**config.mk**
```make
export PLATFORM = sky130hd
export DESIGN_NAME = hid_report_reader
export DESIGN_NICKNAME = d
export VERILOG_FILES = /design/src/rtl/hid_report_pkg.sv /design/src/rtl/hid_report_reader_sat_delta.sv /design/src/rtl/hid_report_reader.sv
export SDC_FILE = /design/constraint.sdc
export NUM_CORES = 1
export LEC_CHECK = 0
export BUFFER_PORTS_ARGS = -buffer_cell sky130_fd_sc_hd__buf_2
export CAP_MARGIN = 5
export CORE_ASPECT_RATIO = 0.7
export CORE_MARGIN = 1.5
export CORE_UTILIZATION = 58
export CTS_CLUSTER_SIZE = 14
export DETAILED_ROUTE_END_ITERATION = 12
export PLACE_DENSITY = 0.91
export SYNTH_ARGS = -nofsm -noshare
export SYNTH_HDL_FRONTEND = slang
export SYNTH_SLANG_ARGS = --single-unit
```
**constraint.sdc**
```tcl
create_clock -name clk_48m -period 11.8 [get_ports clk_48m]
set_input_delay 2.95 -clock clk_48m [delete_from_list [all_inputs] [get_ports clk_48m]]
set_output_delay 2.95 -clock clk_48m [all_outputs]
set_load 0.01 [all_outputs]
```
**src/rtl/hid_report_pkg.sv**
```systemverilog
// Shared types and constants for hid_report_reader.
// Defining HID_WHEEL_EN appends the wheel delta byte to the report.
package hid_report_pkg;

  typedef logic [1:0] state_t;

  localparam state_t ST_IDLE    = 2'd0;
  localparam state_t ST_FREEZE  = 2'd1;
  localparam state_t ST_CAPTURE = 2'd2;
  localparam state_t ST_SEND    = 2'd3;

  // Two synchronizer flops in the HID source plus one settle cycle
  localparam int unsigned FREEZE_CYCLES = 3;

  localparam int unsigned BYTE_CONN    = 0;
  localparam int unsigned BYTE_MODS    = 1;
  localparam int unsigned BYTE_KEY0    = 2;
  localparam int unsigned BYTE_BUTTONS = 8;
  localparam int unsigned BYTE_DX      = 9;
  localparam int unsigned BYTE_DY      = 10;
  localparam int unsigned BYTE_DWHEEL  = 11;

`ifdef HID_WHEEL_EN
  localparam int unsigned REPORT_LEN = 12;
`else
  localparam int unsigned REPORT_LEN = 11;
`endif

  localparam int unsigned IDX_W = 4;
  localparam int unsigned CNT_W = 2;

endpackage

```
**src/rtl/hid_report_reader_sat_delta.sv**
```systemverilog
// Per-axis delta: wrap-aware difference from the last reported position,
// saturated to int8; the reported amount is accumulated so residuals carry over.
module hid_sat_delta8 (
  input  logic               clk_48m,
  input  logic               reset,
  input  logic               en,
  input  logic signed [31:0] cur,
  output logic        [7:0]  delta_c
);

  logic signed [31:0] last_q;
  logic signed [32:0] diff33;
  logic signed [31:0] diff;
  logic signed [7:0]  sat;
  logic               unused_borrow;

  // Source counters wrap, so the difference is folded back to 32 bits before saturating
  always_comb begin
    diff33 = 33'(cur) - 33'(last_q);
    diff   = diff33[31:0];
    if (diff > 32'sd127) begin
      sat = 8'sd127;
    end else if (diff < -32'sd128) begin
      sat = -8'sd128;
    end else begin
      sat = diff[7:0];
    end
  end

  assign unused_borrow = diff33[32];
  assign delta_c       = sat;

  always_ff @(posedge clk_48m) begin
    if (reset) begin
      last_q <= 32'sd0;
    end else if (en) begin
      last_q <= last_q + 32'(sat);
    end
  end

endmodule

```
**src/rtl/hid_report_reader.sv**
```systemverilog
// Freezes the HID register source, snapshots it and streams one report as bytes.
// Optional wheel byte enabled by defining HID_WHEEL_EN.
module hid_report_reader
  import hid_report_pkg::*;
(
  input  logic                  clk_48m,
  input  logic                  reset,
  input  logic                  req,
  output logic                  busy,
  output logic                  hid_read,
  input  logic                  hid_keyboard_connected,
  input  logic                  hid_mouse_connected,
  input  logic [7:0]            hid_keyboard_modifiers,
  input  logic [5:0][7:0]       hid_keyboard_keycodes,
  input  logic [7:0]            hid_mouse_buttons,
  input  logic signed [31:0]    hid_mouse_x,
  input  logic signed [31:0]    hid_mouse_y,
  input  logic signed [31:0]    hid_mouse_wheel,
  output logic [7:0]            out_data,
  output logic                  out_valid,
  input  logic                  out_ready,
  output logic                  out_last
);

  state_t           state, state_d;
  logic [CNT_W-1:0] cnt, cnt_d;
  logic [IDX_W-1:0] idx, idx_d, idx_inc;
  logic             busy_d, hid_read_d, valid_d, last_d;
  logic [7:0]       data_d;
  logic             capture_en;
  logic [7:0]       dx, dy;
  logic [7:0]       rpt      [REPORT_LEN];
  logic [7:0]       rpt_next [REPORT_LEN];

  hid_sat_delta8 u_dx (.clk_48m(clk_48m), .reset(reset), .en(capture_en), .cur(hid_mouse_x), .delta_c(dx));
  hid_sat_delta8 u_dy (.clk_48m(clk_48m), .reset(reset), .en(capture_en), .cur(hid_mouse_y), .delta_c(dy));

`ifdef HID_WHEEL_EN
  logic [7:0] dw;
  hid_sat_delta8 u_dw (.clk_48m(clk_48m), .reset(reset), .en(capture_en), .cur(hid_mouse_wheel), .delta_c(dw));
`else
  logic unused_wheel;
  assign unused_wheel = ^hid_mouse_wheel;
`endif

  // Report image as it would be captured this cycle
  always_comb begin
    rpt_next[BYTE_CONN]    = {hid_keyboard_connected, hid_mouse_connected, 6'b0};
    rpt_next[BYTE_MODS]    = hid_keyboard_modifiers;
    for (int k = 0; k < 6; k++) begin
      rpt_next[BYTE_KEY0 + k] = hid_keyboard_keycodes[k];
    end
    rpt_next[BYTE_BUTTONS] = hid_mouse_buttons;
    rpt_next[BYTE_DX]      = dx;
    rpt_next[BYTE_DY]      = dy;
`ifdef HID_WHEEL_EN
    rpt_next[BYTE_DWHEEL]  = dw;
`endif
  end

  assign idx_inc = idx + IDX_W'(1);

  // Next-state and registered-output logic
  always_comb begin
    state_d    = state;
    cnt_d      = cnt;
    idx_d      = idx;
    busy_d     = busy;
    hid_read_d = hid_read;
    valid_d    = out_valid;
    last_d     = out_last;
    data_d     = out_data;
    capture_en = 1'b0;
    case (state)
      ST_IDLE: begin
        if (req) begin
          state_d    = ST_FREEZE;
          cnt_d      = '0;
          busy_d     = 1'b1;
          hid_read_d = 1'b1;
        end
      end
      ST_FREEZE: begin
        if (cnt == CNT_W'(FREEZE_CYCLES - 1)) begin
          state_d = ST_CAPTURE;
        end else begin
          cnt_d = cnt + CNT_W'(1);
        end
      end
      ST_CAPTURE: begin
        capture_en = 1'b1;
        state_d    = ST_SEND;
        hid_read_d = 1'b0;
        valid_d    = 1'b1;
        idx_d      = '0;
        data_d     = rpt_next[BYTE_CONN];
        last_d     = 1'b0;
      end
      default: begin
        if (out_valid && out_ready) begin
          if (idx == IDX_W'(REPORT_LEN - 1)) begin
            state_d = ST_IDLE;
            busy_d  = 1'b0;
            valid_d = 1'b0;
            last_d  = 1'b0;
            data_d  = 8'h00;
            idx_d   = '0;
          end else begin
            idx_d  = idx_inc;
            data_d = rpt[idx_inc];
            last_d = (idx_inc == IDX_W'(REPORT_LEN - 1));
          end
        end
      end
    endcase
  end

  always_ff @(posedge clk_48m) begin
    if (reset) begin
      state     <= ST_IDLE;
      cnt       <= '0;
      idx       <= '0;
      busy      <= 1'b0;
      hid_read  <= 1'b0;
      out_valid <= 1'b0;
      out_last  <= 1'b0;
      out_data  <= 8'h00;
      for (int i = 0; i < int'(REPORT_LEN); i++) begin
        rpt[i] <= 8'h00;
      end
    end else begin
      state     <= state_d;
      cnt       <= cnt_d;
      idx       <= idx_d;
      busy      <= busy_d;
      hid_read  <= hid_read_d;
      out_valid <= valid_d;
      out_last  <= last_d;
      out_data  <= data_d;
      if (capture_en) begin
        for (int i = 0; i < int'(REPORT_LEN); i++) begin
          rpt[i] <= rpt_next[i];
        end
      end
    end
  end

endmodule

```
; Yosys cells after proc, flatten, opt, wreduce, memory -nomap -nowiden
; Memories as Yosys holds them, arrays and structs flattened.
; Index checks and enable logic that the tools add are counted.
[word_totals]
ram_bits = 88
romBits = 0
latch_bits = 0
regBits = 84
mem_count = 1
output_inout_bits = 12
elab_cells = 104
[memory_table]
columns = name, words, word_bits, read_ports, rd_clocked_by_memory_dff, wr, line_no
row1 = rpt, 11, 8, 1, 0, 11, hid_report_reader.sv:32  ; logic [7:0] rpt [REPORT_LEN];
[classes]
multipliers = 0
n_shift = 0
eq_ne = 8
reduce_logical = 18
order_cmp = 4
n_mux = 44
bitwise_logic = 13
addsub = 6
n_div = 0
[op_table]
columns = op, n
row1 = 8-bit two-way mux, 17
row2 = 32-bit by 8-bit adder with 32-bit output, 2
row3 = "32-bit by 8-bit > comparator with 1-bit output, second input constant", 2
row4 = "32-bit by 8-bit less-than comparator with 1-bit output, second input constant", 2
row5 = 32-bit subtractor, 2
row6 = 8-bit case mux with 2 select lines, 1
row7 = 2-bit two-way mux, 6
row8 = 2-bit nonzero test, 6
row9 = 1-bit two-way mux, 11
row10 = 1-bit OR, 11
row11 = "4-bit == test, second input constant", 2
row12 = 4-bit two-way mux, 2
row13 = 1-bit case mux with 2 select lines, 4
row14 = 4-bit case mux with 2 select lines, 1
row15 = 4-bit AND reduction, 2
row16 = 4-bit nonzero test, 2
row17 = "2-bit inequality test, second input constant", 3
row18 = 2-bit case mux with 3 select lines, 1
row19 = 3-bit AND reduction, 2
row20 = "4-bit by 1-bit adder with 4-bit output, second input constant", 1
row21 = "2-bit == test, second input constant", 2
row22 = 2-bit case mux with 2 select lines, 1
row23 = 2-bit AND reduction, 2
row24 = 2-bit OR reduction, 2
row25 = 5 further kinds, 6

; Longest topological paths before layout
; Gate-level depths: netlist (run 1).
[depth]
ltp_word = 6
mapped_depth = 29
ltp_nobuf = 27

; Modules after synthesis
; A second synthesis (run 1) with hierarchy kept.
[unflattened]
hier_cells = 1731
area_unflattened_um2 = 14677.8
[modules_own_cells]
columns = module, seq_area_each_um2, n_inst, cells_each, area_per_inst_um2
row1 = hid_sat_delta8 at u_dy, 640.6, 1, 694, 5046.1
row2 = hid_sat_delta8 at u_dx, 640.6, 1, 666, 4834.6
row3 = hid_report_reader, 2862.7, 1, 371, 4797.1

; Least setup slack after synthesis (run 1)
; No wires, ideal clock.
[synth_timing]
kind = input to register
startpoint = input port hid_mouse_y[0]
endpoint = register u_dy.last_q[20]
cell_stages = 27
path_buffers = 0
t_arrival_ns = 8.712
setup_ns = 0.128
setup_slack_ns = 2.961
cell_sequence = inv_1 ha_1 fa_1 nor2b_1 o31a_1 o21ai_2 o31ai_2 a21oi_1 o311ai_1 a21oi_1 nor3_1 nand2_1 o21ai_1 a21oi_1 ha_1 fa_1 a21o_1 a21oi_1 nor2b_1 o41ai_1 nand2_1 or4_1 nor4_1 nand2_1 a21oi_2 xnor2_1 nor2_1
[synth_between]
elab_chain_len = 5
elab_cells_between_ends = 6
cone_classes = add/sub: 2 / order compare: 2 / mux: 2
[synth_rtl]
columns = item, line_no
row1 = "start, declared", hid_report_reader.sv:17  ; input logic signed [31:0] hid_mouse_y,
row2 = 32-bit subtractor (*), hid_report_reader_sat_delta.sv:19  ; diff33 = 33'(cur) - 33'(last_q);
row3 = 32-bit by 8-bit less-than comparator with 1-bit output, hid_report_reader_sat_delta.sv:23  ; end else if (diff < -32'sd128) begin
row4 = 8-bit two-way mux, hid_report_reader_sat_delta.sv:23
row5 = 8-bit two-way mux (*), hid_report_reader_sat_delta.sv:21  ; if (diff > 32'sd127) begin
row6 = net dy[0], hid_report_reader.sv:31  ; logic [7:0] dx, dy;
row7 = 32-bit by 8-bit adder with 32-bit output (*), hid_report_reader_sat_delta.sv:37  ; last_q <= last_q + 32'(sat);
row8 = "end signal, assigned", hid_report_reader_sat_delta.sv:37
row9 = "end, declared", hid_report_reader_sat_delta.sv:11  ; logic signed [31:0] last_q;
; Mark *: on every way through the listed nets, which the timed path passes. The rest lies on a longest branch.
; A chain may end at the register's enable or synchronous reset.

; Final worst setup path (run 1)
[layout_timing]
startpoint = input port hid_mouse_x[0]
endpoint = register u_dx.last_q[22]
[layout_between]
elab_chain_len = 5
elab_cells_between_ends = 6
cone_classes = add/sub: 2 / order compare: 2 / mux: 2
[layout_rtl]
columns = item, line_no
row1 = "start, declared", hid_report_reader.sv:16  ; input logic signed [31:0] hid_mouse_x,
row2 = 32-bit subtractor (*), hid_report_reader_sat_delta.sv:19
row3 = 32-bit by 8-bit less-than comparator with 1-bit output, hid_report_reader_sat_delta.sv:23
row4 = 8-bit two-way mux, hid_report_reader_sat_delta.sv:23
row5 = 8-bit two-way mux (*), hid_report_reader_sat_delta.sv:21
row6 = net dx[0], hid_report_reader.sv:31
row7 = 32-bit by 8-bit adder with 32-bit output (*), hid_report_reader_sat_delta.sv:37
row8 = "end signal, assigned", hid_report_reader_sat_delta.sv:37
row9 = "end, declared", hid_report_reader_sat_delta.sv:11
; Marked as above.

==> results of run 1 <==
==> state kept, by name (all words and copies together) (netlist names) <==
register     flops
busy             1
cnt              2
hid_read         1
idx              4
out_data         8
out_last         1
out_valid        1
rpt             82
state            2
u_dx.last_q     32
u_dy.last_q     32
==> stage by stage <==
step           total power [mW]  cell area, um2  cells
6_report                   3.09           14700   2026
4_1_cts                    3.04           14700   2021
2_1_floorplan              2.09           13200   1606
5_1_grt                    3.29           14700   2023
3_5_place_dp               2.47           14100   1989
3_3_place_gp               2.41           14100   1989
==> area by class of cell <==
cell class	count	area [um2]	share of cell area (%)
Multi-Input combinational cell	1273	8470	57.4
Tap cell	305	382	2.59
Timing Repair Buffer	157	816	5.53
Inverter	88	330	2.24
Antenna cell	5	12.5	0.0849
Clock inverter	14	153	1.04
Clock buffer	18	439	2.98
Sequential cell	166	4140	28.1
==> synth_stat cells, drive strengths merged (9+ instances only) <==
cell	instances
nand2b	14
a21oi	108
or3	9
nand4	35
and2	11
clkbuf	67
o31ai	9
nand3	53
o21a	20
nor4	42
nor3	72
xor2	26
nor2b	12
buf	12
or4	12
xnor2	77
a31oi	13
mux4	10
a21o	20
and3	80
mux2i	38
a211oi	15
o211ai	15
nand2	105
nor2	200
o21ai	81
ha	83
inv	88
edfxtp	82
dfxtp	84
==> cells by family (layout without fill, tap and decap cells) <==
group	count (synthesis)	after routing	synth area share (%)
and+or+nand+nor	672	672	25.8
AOI/OAI and AO/OA	359	359	17.8
buffers and inverters	167	277	4.85
DFF	166	166	31.3
xor gates and xnor gates	103	103	6.88
adders and majority gates	87	87	8.46
muxes	52	52	4.92
other	0	5	0
==> worst max-delay path: cells and delay by family <==
kind	cells	cell delay, ns
AND/OR/NAND/NOR	7	1.85
multiplexers	1	0.30
buffers and inverters	2	0.10
adder cells (fa/ha/maj)	4	1.30
AO/OA/AOI/OAI	11	3.64
XOR/XNOR	1	0.14
==> layer usage <==
layer	vias up	GRT usage [%]	wire length, um
li1	6136	-	-
met2	834	45.8	15700
met3	79	8.12	4840
met4	2	9.31	739
met1	6019	45.4	16200
met5	-	0	12
==> worst paths after layout <==
path | from | end | slack [ns] | cells past startpoint
setup / recovery | hid_mouse_x[0] | u_dx.last_q[22]$_SDFFE_PP0P_ | 1.80 | 26
hold / removal | busy$_SDFFE_PP0P_ | busy$_SDFFE_PP0P_ | 0.51 | 2
hold reg to reg | busy$_SDFFE_PP0P_ | busy$_SDFFE_PP0P_ | 0.51 | 2
setup reg to reg | u_dx.last_q[9]$_SDFFE_PP0P_ | u_dx.last_q[22]$_SDFFE_PP0P_ | 3.88 | 25
==> power by group <==
group | switching (mW) | internal [mW]
Combinational | 1.05 | 0.638
Sequential | 0.0976 | 0.745
Clock | 0.256 | 0.306
==> metrics.md, run 1 <==
| Metric | Value |
|---|---|
| Remaining antenna violation count | 0 |
| Synthesized Nets | 1,859 |
| Top FF cell, synth | dfxtp_1 |
| Async SR Flop Fraction | 0% |
| Initial antenna violation count | 5 |
| Fin worst setup slack | about 1.8 ns |
| Clock Sinks | between 150 and 200 |
| Post-synthesis sequential area ratio | 31.3% |
| CP max stage delay | ~0.64 ns |
| Final hold vios | 0 |
| Total Nets Final | around 2,000 |
| Leak Pwr | 5.92 nW |
| Slowest-stage cell, CP | o21ai_1 |
| Rel. slew slack | between 20 and 30% |
| Hold Worst Slack | ~0.51 ns |
| Starting Density | between 60% and 70% |
| Total iterations of the first detailed-routing run | 7 |
| Peak Freq | between 90 and 100 MHz |
| Die Wd | 183 um |
| Starting DRT DRC Count | roughly 1,700 |
| DP Worst Slack | ~1.7 ns |
| Most used cell along the critical path | a21oi_1 |
| CP max FO | 10 |
| Post-DP HPWL | around 27,000 um |
| Hold/Removal Path Class | reg -> reg |
| Max-Cap Viols | 0 |
| Final period util | between 80% and 90% |
| Most frequent cells in the layout | nor2_1 (200), buf_2 (145), a21oi_1 (105) |
| DRC violations left | 0 |
| Die area | 23,700 um2 |
| GRT Total Usage | between 30% and 40% |
| Status | completed |
| DIE HEIGHT | about 130 um |
| CTS Buf Count | 17 |
| Pin count of the biggest net entering global routing | 96 |
| Post-synth EDFFs | 82 |
| Post-Syn Area | 13,200 um2 |
| Final Slew Violations | 0 |
| CP required | ~12 ns |
| Mapped Avg Cell Area | approximately 8.2 um2 |
| Htree depth | 4 |
| Finished Core Util | between 60% and 70% |
| Top cell type's share of synthesized area | between 10% and 20% |
| IO Count | 178 |
| Clock root cell | clkbuf_16 |
| Via count | between 10,000 and 15,000 |
| Commonest non-fill, non-tap cell in the layout | nor2_1 |
| GPL Wtd Cong | 0.962 |
| Worst-Margin Slew | about 1.1 ns |
| Startpoint class of the critical path | primary input |
| Clk Latency, worst-skew pair | around 0.43 ns |
| Gate Count Post-Synth | between 1,500 and 2,000 |
| Routed len/inst | between 15 and 20 um |
| Synth Register Bits | about 170 |
| Skew final | about 0.013 ns |
| Synth area leader | edfxtp_1 |
| Core area | 22,000 um2 |
| Global-route wire length before repair | roughly 59,000 um |
| TNS Setup | 0 ns |
| Vias in the first global route | 11,724 |
| Post-cts sizing count | 0 |
| Detailed Route WL | 37,500 um |
| Crit end category | register |
| Worst EP arrival | 10.27 ns |
| # setup viols final | 0 |
| Post-CTS Setup Inserts | 0 |
| Area grow syn2layout | 11.5% |
| Count of cell types in the netlist | 88 |
| Peak VDD IR | 146 uV |
| Layout cells sized above 1 | 13.3% |
| Clock Path Buffers | 2 |
| RSZ-0062 raised after global routing | false |
| Tmin final | 10.00 ns |
| Yosys warns | 0 |
| Total grt overflow | 0 |
| Via-to-Cell Ratio | 6.45 |
| CP Class | in -> reg |
| Num rows | 45 |
| IO Port Bufs | about 150 |
| CTS tree | built |
| Hold buffer count at CTS | 0 |
| Synth top area cells | edfxtp_1 (19%), dfxtp_1 (13%), ha_1 (7.9%) |
| CTS clk-pin slew, worst paths | roughly 0.070 ns |
| Filler cells | 1,745 |
| PD cells | 210 nW/um2 |
Power figures use the tool's default switching activity.
==> inputs of run 2 (changes only) <==
ABC_AREA = 1   (was unset)
CORE_UTILIZATION = 55   (was 58)
PLACE_DENSITY = 0.9   (was 0.91)
clock period = 8.6 ns   (was 11.8 ns; I/O delays follow)
==> run 2 against run 1 <==
Net effect: hold slack got worse by 0.049 ns; power up 130%; final cell count grew 35%; sequential power increased by 65%; combinational power rose to 3.0 times the previous value; die area rose by 18%; non-clock buffer count down 2; synthesized cell count rose by 39%; count of clock-buffer cells in the layout did not move; critical path type unchanged; critical endpoint is now u_dy.last_q[24]$_SDFFE_PP0P_; largest cell class unchanged; highest routed layer is now met4.
==> metrics.md, run 2 <==
| Metric | Value |
|---|---|
| CP max stage delay | 0.44 ns |
| Hold Worst Slack | 0.458 ns |
| Skew final | roughly 0.013 ns |
| Met1 WL | roughly 19,000 um |
| Filler cells | roughly 2,400 |
| FF-to-FF Start | u_dx.last_q[18]$_SDFFE_PP0P_ |
| Via-to-Cell Ratio | between 5 and 6 |
| Status | completed |
| Most frequent cells in the layout | nand2_1 (547), inv_1 (288), nor2_1 (287) |
| CTS clk-pin slew, worst paths | approximately 0.070 ns |
| Yosys warns | 0 |
| Hold Path Sink | cnt[1]$_SDFFE_PP0P_ |
| Num rows | 50 |
| Peak VDD IR | about 220 uV |
| DP Worst Slack | roughly 1.0 ns |
| Post-cts sizing count | 0 |
| Post-CTS Setup Inserts | 0 |
| Most numerous cell in the Yosys netlist | nand2_1 |
| DRC violations left | 0 |
| Synth top cells by count | nand2_1 (547), inv_1 (290), nor2_1 (289) |
| Top cell type's share of synthesized area | 16.6% |
| Synth area leader | edfxtp_1 |
| Async SR Flop Fraction | 0% |
| Worst EP arrival | 7.59 ns |
| DIE HEIGHT | ~140 um |
| Peak Freq | between 100 and 150 MHz |
| Post-Syn Area | 14,800 um2 |
| Post-synthesis sequential area ratio | 27.9% |
| Mapped Avg Cell Area | roughly 6.6 um2 |
| RSZ-0062 raised after global routing | false |
| DR top layer | met4 |
| Post-synth EDFFs | between 80 and 90 |
| Global-route wire length before repair | ~70,000 um |
| Max reg flops | 82 |
| Clock Path Buffers | 2 |
| IO Port Bufs | 145 |
| TNS Setup | 0 ns |
| Hold/Removal Path Class | reg -> reg |
| Rel. slew slack | about a quarter |
| Remaining antenna violation count | 0 |
| Biggest registers after layout | rpt x82, u_dx.last_q x32, u_dy.last_q x32 |
| # setup viols final | 0 |
| Clock root cell | clkbuf_16 |
| CTS tree | built |
| Worst-case reg-to-reg path depth | 33 |
| GRT Total Usage | 31.7% |
| Simple-gate share of the synthesized area | 32.1% |
| Synth Area in Adders | under 10% |
| XOR/XNOR share of the synthesized area | around 5.5% |
| Largest family of logic cells by synthesized area | simple AND/OR/NAND/NOR gates |
| Clk Latency, worst-skew pair | about 0.45 ns |
| CTS Buf Count | 17 |
| Detailed Route WL | 44,800 um |
| Met3 wire length | 4940 um |
| Area grow syn2layout | 10.2% |
| Final Non-Filler Cells | between 2,000 and 3,000 |
| Pin count of the biggest net entering global routing | 66 |
| Worst Hold Path Cells | 2 |
| Post-DP HPWL | 34,400 um |
| CP required | roughly 8.9 ns |
| Starting DRT DRC Count | 1,782 |
| Crit end category | register |
| Total iterations of the first detailed-routing run | 7 |
| Mux contribution to synthesized area | 0% |
| Gate Count Post-Synth | approximately 2,200 |
| Max-Cap Viols | 0 |
| Total grt overflow | 0 |
| Worst-Margin Slew | ~1.1 ns |
| Final Slew Violations | 0 |
| IO Count | approximately 180 |
| Final period util | ~85% |
| Slowest-stage cell, CP | fa_1 |
| Vias in the first global route | between 10,000 and 15,000 |
| Synthesized Nets | about 2,500 |
| PD cells | ~440 nW/um2 |
| Synth top area cells | edfxtp_1 (17%), nand2_1 (14%), dfxtp_1 (11%) |
| Leak Pwr | ~7.6 nW |
| Commonest non-fill, non-tap cell in the layout | nand2_1 |
| Die Wd | ~200 um |
| Routed len/inst | roughly 16 um |
| Biggest register | rpt |
| Hold buffer count at CTS | 0 |
| Metal2 WL | slightly below 20,000 um |
| R2r endpoint | u_dx.last_q[18]$_SDFFE_PP0P_ |
| Top FF cell, synth | dfxtp_1 |
| ANT cells | 0 |
| Compound-gate portion of the synthesized area | between 10% and 20% |
| Most used cell along the critical path | nand2_1 |
| HP Start | cnt[1]$_SDFFE_PP0P_ |
| Pwr Total | between 7 and 8 mW |
| Starting Density | between 50% and 60% |
| Initial antenna violation count | 0 |
| Die area | approximately 28,000 um2 |
| Total Nets Final | about 2,600 |
| CP Class | in -> reg |
| Placed cell count | roughly 2,700 |
| Startpoint class of the critical path | primary input |
| GPL Wtd Cong | a little under 1 |
| CP max FO | 7 |
| Internal reg-to-reg setup slack | 2.59 ns |
| Count of cell types in the netlist | 61 |
| Via count | 15,788 |
| Clock Sinks | 166 |
| Htree depth | 4 |
| Layout cells sized above 1 | 12.2% |
| Synth Register Bits | between 150 and 200 |
| Final hold vios | 0 |
| Core area | 26,600 um2 |
| Tmin final | 7.29 ns |
| Fin worst setup slack | roughly 1.3 ns |
[run 2: kinds of logic (layout without fill, tap and decap cells)]
group,Yosys count,after routing
AND/OR/NAND/NOR,1114,1114
XOR/XNOR,80,80
adder cells (fa/ha/maj),87,87
buffers and inverters,358,489
AO/OA/AOI/OAI,431,431
flip-flops,166,166
[run 2: worst max path at each step]
stage	startpoint	slack (ns)	cells past startpoint	to
detailed placement	hid_mouse_x[0]	1.01	36	u_dx.last_q[18]$_SDFFE_PP0P_
global route	hid_mouse_x[0]	0.70	38	u_dx.last_q[18]$_SDFFE_PP0P_
global placement	hid_mouse_x[0]	1.09	36	u_dx.last_q[18]$_SDFFE_PP0P_
finish	hid_mouse_y[0]	1.31	32	u_dy.last_q[24]$_SDFFE_PP0P_
CTS	hid_mouse_x[0]	1.46	36	u_dx.last_q[18]$_SDFFE_PP0P_
floorplan	hid_mouse_x[0]	2.12	38	u_dx.last_q[18]$_SDFFE_PP0P_
[run 2: critical path: cells and delay by family]
| kind | cells | cell delay [ns] |
|---|---|---|
| compound gates | 5 | 1.47 |
| buf+inv | 2 | 0.13 |
| xor+xnor | 1 | 0.24 |
| simple gates | 20 | 2.47 |
| fa+ha+maj | 4 | 1.11 |
[run 2: layer usage]
metal,GRT usage (%),up-vias
li1,-,7656
met5,0,-
met4,11.0,0
met3,5.85,97
met1,44.9,7221
met2,48.2,814
[run 2: power by group]
group	switching (mW)	total (mW)	internal, mW
Sequential	0.258	1.39	1.13
Combinational	3.50	5.13	1.63
Clock	0.352	0.753	0.401
Total	4.11	7.27	3.16
[run 2: metrics by stage]
step | utilization (%) | instance area (um2)
2_1_floorplan | - | 14800
3_3_place_gp | 59.4 | 15800
3_5_place_dp | 59.4 | 15800
4_1_cts | 61.5 | 16400
5_1_grt | 61.5 | 16400
6_report | 61.5 | 16400
[run 2: cell type report]
type                    instances  area (um2)  share of cell area [%]
flip-flops and latches        166        4140                    25.3
inverters                     302        1140                    6.96
clock inverters                14         125                   0.765
clock buffers                  18         429                    2.62
repair buffers                155         801                    4.90
well taps                     364         455                    2.79
multi-input cells            1712        9260                    56.6
